===== src/rtl/mem_port_arbiter.sv =====
// Arbiter sharing the single-port program/data memory between the CPU and the loader/debug port.
// Optional macro ARB_STARVE_EN adds a forced loader grant after WAIT_MAX contended cycles.
module mem_port_arbiter #(
    parameter int AW       = 5,
    parameter int DW       = 8,
    parameter int MAXBURST = 4,
    parameter int WAIT_MAX = 8
) (
    input  logic          Clock,
    input  logic          Reset,
    input  logic          CpuReq,
    input  logic          CpuWr,
    input  logic [AW-1:0] CpuAddr,
    input  logic [DW-1:0] CpuWData,
    output logic          CpuStall,
    input  logic          LdrReq,
    input  logic          LdrWr,
    input  logic [AW-1:0] LdrAddr,
    input  logic [DW-1:0] LdrWData,
    output logic          LdrAck,
    output logic [AW-1:0] MemAddr,
    output logic [DW-1:0] MemWData,
    output logic          MemWr,
    input  logic [DW-1:0] MemRData,
    output logic          Owner,
    output logic [1:0]    ArbState
);

    typedef enum logic [1:0] {
        S_CPU = 2'b00,
        S_LDR = 2'b01
    } arbState_t;

    localparam int BW = $clog2(MAXBURST + 1);
    localparam logic [BW-1:0] BURST_LAST = BW'(MAXBURST - 1);

    if (MAXBURST < 1 || WAIT_MAX < 1) begin : gBadParams
        $error("mem_port_arbiter: MAXBURST and WAIT_MAX must be >= 1");
    end

    arbState_t     state;
    logic [BW-1:0] burstCnt;

`ifdef ARB_STARVE_EN
    localparam int WW = $clog2(WAIT_MAX + 1);
    localparam logic [WW-1:0] WAIT_LAST = WW'(WAIT_MAX - 1);
    localparam logic [WW-1:0] WAIT_TOP  = WW'(WAIT_MAX);

    logic [WW-1:0] waitCnt;
`endif

    // Owner is registered alongside the state so the port mux never glitches on request inputs.
    // burstCnt saturates, so a long uncontended burst is cut right after CpuReq appears.
    always_ff @(posedge Clock) begin
        if (Reset) begin
            state    <= S_CPU;
            Owner    <= 1'b0;
            burstCnt <= '0;
`ifdef ARB_STARVE_EN
            waitCnt  <= '0;
`endif
        end else begin
            case (state)
                S_CPU: begin
                    if (LdrReq && !CpuReq) begin
                        state    <= S_LDR;
                        Owner    <= 1'b1;
                        burstCnt <= '0;
`ifdef ARB_STARVE_EN
                        waitCnt  <= '0;
                    end else if (LdrReq && CpuReq) begin
                        if (waitCnt == WAIT_LAST) begin
                            state    <= S_LDR;
                            Owner    <= 1'b1;
                            burstCnt <= '0;
                            waitCnt  <= '0;
                        end else if (waitCnt != WAIT_TOP) begin
                            waitCnt <= waitCnt + WW'(1);
                        end
                    end else begin
                        waitCnt <= '0;
`endif
                    end
                end
                S_LDR: begin
                    if (!LdrReq || (CpuReq && burstCnt == BURST_LAST)) begin
                        state    <= S_CPU;
                        Owner    <= 1'b0;
                        burstCnt <= '0;
`ifdef ARB_STARVE_EN
                        waitCnt  <= '0;
`endif
                    end else if (burstCnt != BURST_LAST) begin
                        burstCnt <= burstCnt + BW'(1);
                    end
                end
                default: begin
                    state    <= S_CPU;
                    Owner    <= 1'b0;
                    burstCnt <= '0;
`ifdef ARB_STARVE_EN
                    waitCnt  <= '0;
`endif
                end
            endcase
        end
    end

    // Write enable is masked by Reset so an access caught by reset never lands in memory.
    assign MemAddr  = Owner ? LdrAddr  : CpuAddr;
    assign MemWData = Owner ? LdrWData : CpuWData;
    assign MemWr    = (Owner ? (LdrReq & LdrWr) : (CpuReq & CpuWr)) & ~Reset;
    assign CpuStall = CpuReq & Owner;
    assign LdrAck   = Owner & LdrReq;
    assign ArbState = state;

endmodule


===== config.mk =====
export PLATFORM = sky130hd
export DESIGN_NAME = mem_port_arbiter
export DESIGN_NICKNAME = d
export VERILOG_FILES = /design/src/rtl/mem_port_arbiter.sv
export SDC_FILE = /design/constraint.sdc
export NUM_CORES = 1
export LEC_CHECK = 0
export ABC_AREA = 1
export BUFFER_PORTS_ARGS = -buffer_cell sky130_fd_sc_hd__buf_2
export CAP_MARGIN = 40
export CORE_MARGIN = 8
export CORE_UTILIZATION = 27
export CTS_CLUSTER_SIZE = 8
export DETAILED_ROUTE_END_ITERATION = 7
export GPL_TIMING_DRIVEN = 0
export PLACE_DENSITY = 0.74
export SLEW_MARGIN = 20
export SYNTH_ARGS = -nofsm -noshare
export SYNTH_HDL_FRONTEND = slang
export SYNTH_SLANG_ARGS = --single-unit
export TNS_END_PERCENT = 100

===== constraint.sdc =====
create_clock -name Clock -period 1.3 [get_ports Clock]
set_input_delay 0.26 -clock Clock [delete_from_list [all_inputs] [get_ports Clock]]
set_output_delay 0.26 -clock Clock [all_outputs]
set_load 0.02 [all_outputs]

==> impl_results.html <==
<table>
<tr><th>Metric</th><th>Value</th></tr>
<tr><th colspan="2">Global route</th></tr>
<tr><td>First-pass GRT wire length</td><td>3.14 mm</td></tr>
<tr><td>Number of antenna violations at the first check in global routing</td><td>0</td></tr>
<tr><td>Gr ovfl total</td><td>0</td></tr>
<tr><td>Largest net degree at the start of global routing</td><td>11</td></tr>
<tr><td>GRT Resource Usage Total</td><td>11.9%</td></tr>
<tr><td>Via count of the first global-routing pass</td><td>688</td></tr>
<tr><th colspan="2">Min path</th></tr>
<tr><td>Type of the worst min-delay path</td><td>input port to flop</td></tr>
<tr><th colspan="2">Synth</th></tr>
<tr><td>Share of the synthesized area in the top cell type</td><td>40.9%</td></tr>
<tr><td>Area of the mapped netlist</td><td>440 um^2</td></tr>
<tr><td>Biggest area contributors in the synthesized netlist</td><td>sky130_fd_sc_hd__nand2_1, sky130_fd_sc_hd__dfxtp_1, sky130_fd_sc_hd__inv_1, sky130_fd_sc_hd__ha_1, sky130_fd_sc_hd__a21oi_1</td></tr>
<tr><td>Avg Cell Area, Syn</td><td>5.37 um^2</td></tr>
<tr><td>Yosys Warn Count</td><td>0</td></tr>
<tr><td>Portion of the post-synthesis area used by sequential elements</td><td>18.2%</td></tr>
<tr><td>Top cell type by total area after synthesis</td><td>sky130_fd_sc_hd__nand2_1</td></tr>
<tr><td>Syn Inst Count</td><td>82</td></tr>
<tr><td>Number of unique standard cell types used by synthesis</td><td>17</td></tr>
<tr><td>#FFs+latches synth</td><td>4</td></tr>
<tr><td>Net count of the mapped netlist</td><td>124</td></tr>
<tr><th colspan="2">Pwr</th></tr>
<tr><td>Worst vdd rail ir drop</td><td>0.537 mV</td></tr>
<tr><td>Power per cell area</td><td>624 mW/mm^2</td></tr>
<tr><td>Total power of the final layout</td><td>616 uW</td></tr>
<tr><td>Leakage power of the design</td><td>0.553 nW</td></tr>
<tr><th colspan="2">Drt</th></tr>
<tr><td>Avg Vias per Cell</td><td>4.65</td></tr>
<tr><td>Vias</td><td>721</td></tr>
<tr><td>Number of remaining DRC errors</td><td>0</td></tr>
<tr><td>Total detailed-routing wirelength</td><td>2.03 mm</td></tr>
<tr><td>Residual antenna-violating net count after detailed routing</td><td>0</td></tr>
<tr><td>Count of routing violations after the opening detailed-route iteration</td><td>10</td></tr>
<tr><td>Detailed-router iteration count before antenna repair</td><td>4</td></tr>
<tr><td>Average wire per standard cell</td><td>13.1 um</td></tr>
<tr><th colspan="2">Timing</th></tr>
<tr><td>Smallest setup slack after layout</td><td>-95.3 ps</td></tr>
<tr><td>Post-route minimum period</td><td>1400 ps</td></tr>
<tr><td>Worst clock skew</td><td>1.25 ps</td></tr>
<tr><td>Final-layout worst hold slack</td><td>281 ps</td></tr>
<tr><td>Hold violation count in the final report</td><td>0</td></tr>
<tr><td>TNS Setup</td><td>-989 ps</td></tr>
<tr><td>Final worst path period share</td><td>107%</td></tr>
<tr><td>Maximum achievable frequency</td><td>0.717 GHz</td></tr>
<tr><td>Max-slew violation count</td><td>0</td></tr>
<tr><td>Setup repair after global routing missed its margin</td><td>true</td></tr>
<tr><td>Endpoints failing setup</td><td>14</td></tr>
<tr><th colspan="2">Outcome</th></tr>
<tr><td>Status</td><td>finished with violations</td></tr>
<tr><td>Failing checks</td><td>setup timing</td></tr>
<tr><th colspan="2">Clock tree</th></tr>
<tr><td>Hold-fix buffers at CTS</td><td>0</td></tr>
<tr><td>Clock-pin slew reported for the worst setup and hold paths after clock tree synthesis</td><td>40 ps</td></tr>
<tr><td>CTS tree</td><td>done</td></tr>
<tr><td>Clock latency on the worst-skew pair</td><td>230 ps</td></tr>
<tr><td>CTS sink cnt</td><td>4</td></tr>
<tr><td>Worst-case clock buffer depth</td><td>2</td></tr>
<tr><td>Master cell of the clock root buffer</td><td>sky130_fd_sc_hd__clkbuf_4</td></tr>
<tr><td>Level count of the clock H-tree</td><td>1</td></tr>
<tr><td>Number of buffers created by CTS</td><td>3</td></tr>
<tr><th colspan="2">Flow run</th></tr>
<tr><td>Max-cap check violation count</td><td>0</td></tr>
<tr><th colspan="2">Placed design</th></tr>
<tr><td>Half-perimeter wire length after placement</td><td>1.41 mm</td></tr>
<tr><td>Total of buffers placed on input and output ports</td><td>49</td></tr>
<tr><td>Routability congestion estimate from global placement</td><td>0.719</td></tr>
<tr><th colspan="2">Final layout</th></tr>
<tr><td>Finished Core Util</td><td>64.8%</td></tr>
<tr><td>Nets</td><td>183</td></tr>
<tr><td>Count of antenna diodes in the layout</td><td>0</td></tr>
<tr><td>Fillcell total</td><td>123</td></tr>
<tr><td>Proportion of layout cells with a drive suffix above 1</td><td>69.8%</td></tr>
<tr><td>Synthesis-to-finish area growth</td><td>124%</td></tr>
<tr><th colspan="2">Worst setup path</th></tr>
<tr><td>Startpoint type of the worst setup path</td><td>flop</td></tr>
<tr><td>Largest driver fanout on the critical path</td><td>7</td></tr>
<tr><td>Required arrival time at the worst endpoint</td><td>1040 ps</td></tr>
<tr><td>Cell with the largest stage delay on the worst path</td><td>sky130_fd_sc_hd__dfxtp_2</td></tr>
<tr><td>Type of the worst setup path</td><td>flop to output port</td></tr>
<tr><td>Critical path buffer and inverter count</td><td>4</td></tr>
<tr><td>Endpoint arrival time on the critical path</td><td>1140 ps</td></tr>
<tr><td>Critical path, cell by cell</td><td>buf_8, inv_8, buf_6, nand2_2, nand2_2, buf_6</td></tr>
<tr><td>CP delay by family, top</td><td>buffers and inverters</td></tr>
<tr><td>Delay of the slowest cell on the worst path</td><td>330 ps</td></tr>
<tr><td>Sort of element at the end of the critical path</td><td>output port</td></tr>
<tr><th colspan="2">Floorplan</th></tr>
<tr><td>Vertical extent of the die</td><td>56.4 um</td></tr>
<tr><td>Core area</td><td>0.00152 mm^2</td></tr>
<tr><td>Number of cell rows</td><td>14</td></tr>
<tr><td>Initial Util</td><td>28.9%</td></tr>
<tr><td>Overall die area</td><td>0.00318 mm^2</td></tr>
<tr><td>DIE WIDTH</td><td>56.4 um</td></tr>
<tr><td>Boundary Pins</td><td>59</td></tr>
</table>
## kinds of logic (layout without fill, tap and decap cells)
logic type	count (synthesis)	count (layout)	share of synthesized area (%)
adder cells (fa/ha/maj)	2	2	5.68
AND/OR/NAND/NOR	54	54	50.9
flip-flops	4	4	18.2
other	1	1	0.851
AO/OA/AOI/OAI	6	6	7.67
buffers and inverters	15	72	16.8
## layout make-up
class	count	area, um^2	share of cell area, %
plain buffers	5	56.3	5.70
clock buffers	3	22.5	2.28
inverters	10	45.0	4.56
multi-input cells	63	375	38.0
flip-flops and latches	4	81.3	8.24
well taps	16	20.0	2.03
repair buffers	54	387	39.2
## synthesized netlist by cell type
cell	number
sky130_fd_sc_hd__inv_2	1
sky130_fd_sc_hd__dfxtp_1	4
sky130_fd_sc_hd__nand2_2	1
sky130_fd_sc_hd__buf_4	2
sky130_fd_sc_hd__buf_2	2
sky130_fd_sc_hd__nand3_4	1
sky130_fd_sc_hd__buf_6	1
sky130_fd_sc_hd__nand2_1	48
sky130_fd_sc_hd__a21oi_1	4
sky130_fd_sc_hd__a21oi_2	1
sky130_fd_sc_hd__nor2_1	1
sky130_fd_sc_hd__conb_1	1
sky130_fd_sc_hd__ha_1	2
sky130_fd_sc_hd__nand3_1	2
sky130_fd_sc_hd__inv_1	9
sky130_fd_sc_hd__o21ai_0	1
sky130_fd_sc_hd__or2_1	1
## metrics by stage
stage,cell area [um^2],setup WS [ps],std cells
final,987,-95.3,155
after global routing,987,-143,155
after CTS,932,-98.1,154
after detailed placement,718,1.65,147
after global placement,718,17.5,147
after floorplan,453,50.3,82
## worst paths after layout
kind                               to                      from  cells after the start  slack, ps
min          burstCnt[2]$_SDFFE_PP0P_                     Reset                      2        280
max reg2reg  burstCnt[2]$_SDFFE_PP0P_  burstCnt[0]$_SDFFE_PP0P_                      6         70
min reg2reg  burstCnt[1]$_SDFFE_PP0P_  burstCnt[1]$_SDFFE_PP0P_                      2        470
max                        MemAddr[1]        Owner$_SDFFE_PP0P_                      6       -100
## worst register-to-register path: stages (launching register included)
cell                      delay, ps
sky130_fd_sc_hd__dfxtp_1        300
sky130_fd_sc_hd__ha_1           200
sky130_fd_sc_hd__ha_2           180
sky130_fd_sc_hd__inv_2           70
sky130_fd_sc_hd__nand3_4         60
sky130_fd_sc_hd__or2_4          230
sky130_fd_sc_hd__a21oi_2        120
## where the power goes
group / switching (mW) / internal [mW] / total [mW]
Sequential: 0.00216 / 0.127 / 0.129
Combinational: 0.173 / 0.165 / 0.339
Clock: 0.0449 / 0.103 / 0.148
Total: 0.220 / 0.395 / 0.616
## flip-flops by register name (all words and copies together) (netlist names)
name	count
Owner	1
burstCnt	3
## routing by layer
layer | vias up | global-route usage (%) | wire length (um)
met4 | 0 | 3.09 | 23
met2 | 40 | 21.1 | 955
li1 | 356 | - | -
met1 | 321 | 11.3 | 801
met5 | - | 0 | 0
met3 | 4 | 7.19 | 247
## placed cells by master, fill, tap and decap left out, types with 2 or more instances in the layout
cell type	Yosys	routed
sky130_fd_sc_hd__buf_4	2	6
sky130_fd_sc_hd__inv_1	9	6
sky130_fd_sc_hd__buf_8	0	2
sky130_fd_sc_hd__nand2_4	0	2
sky130_fd_sc_hd__buf_2	2	33
sky130_fd_sc_hd__nand2_2	1	22
sky130_fd_sc_hd__clkbuf_4	0	3
sky130_fd_sc_hd__buf_6	1	18
sky130_fd_sc_hd__nand2_1	48	25
sky130_fd_sc_hd__inv_2	1	3
sky130_fd_sc_hd__dfxtp_1	4	3
sky130_fd_sc_hd__a21oi_1	4	3
## repair_timing
item,CTS,global route
endpoints found under the setup margin,16,18
pin swaps,9,2
gates cloned,1,0
gates resized for setup,56,18
setup buffers,3,1
Note: power is estimated with default switching activity, not from simulation.
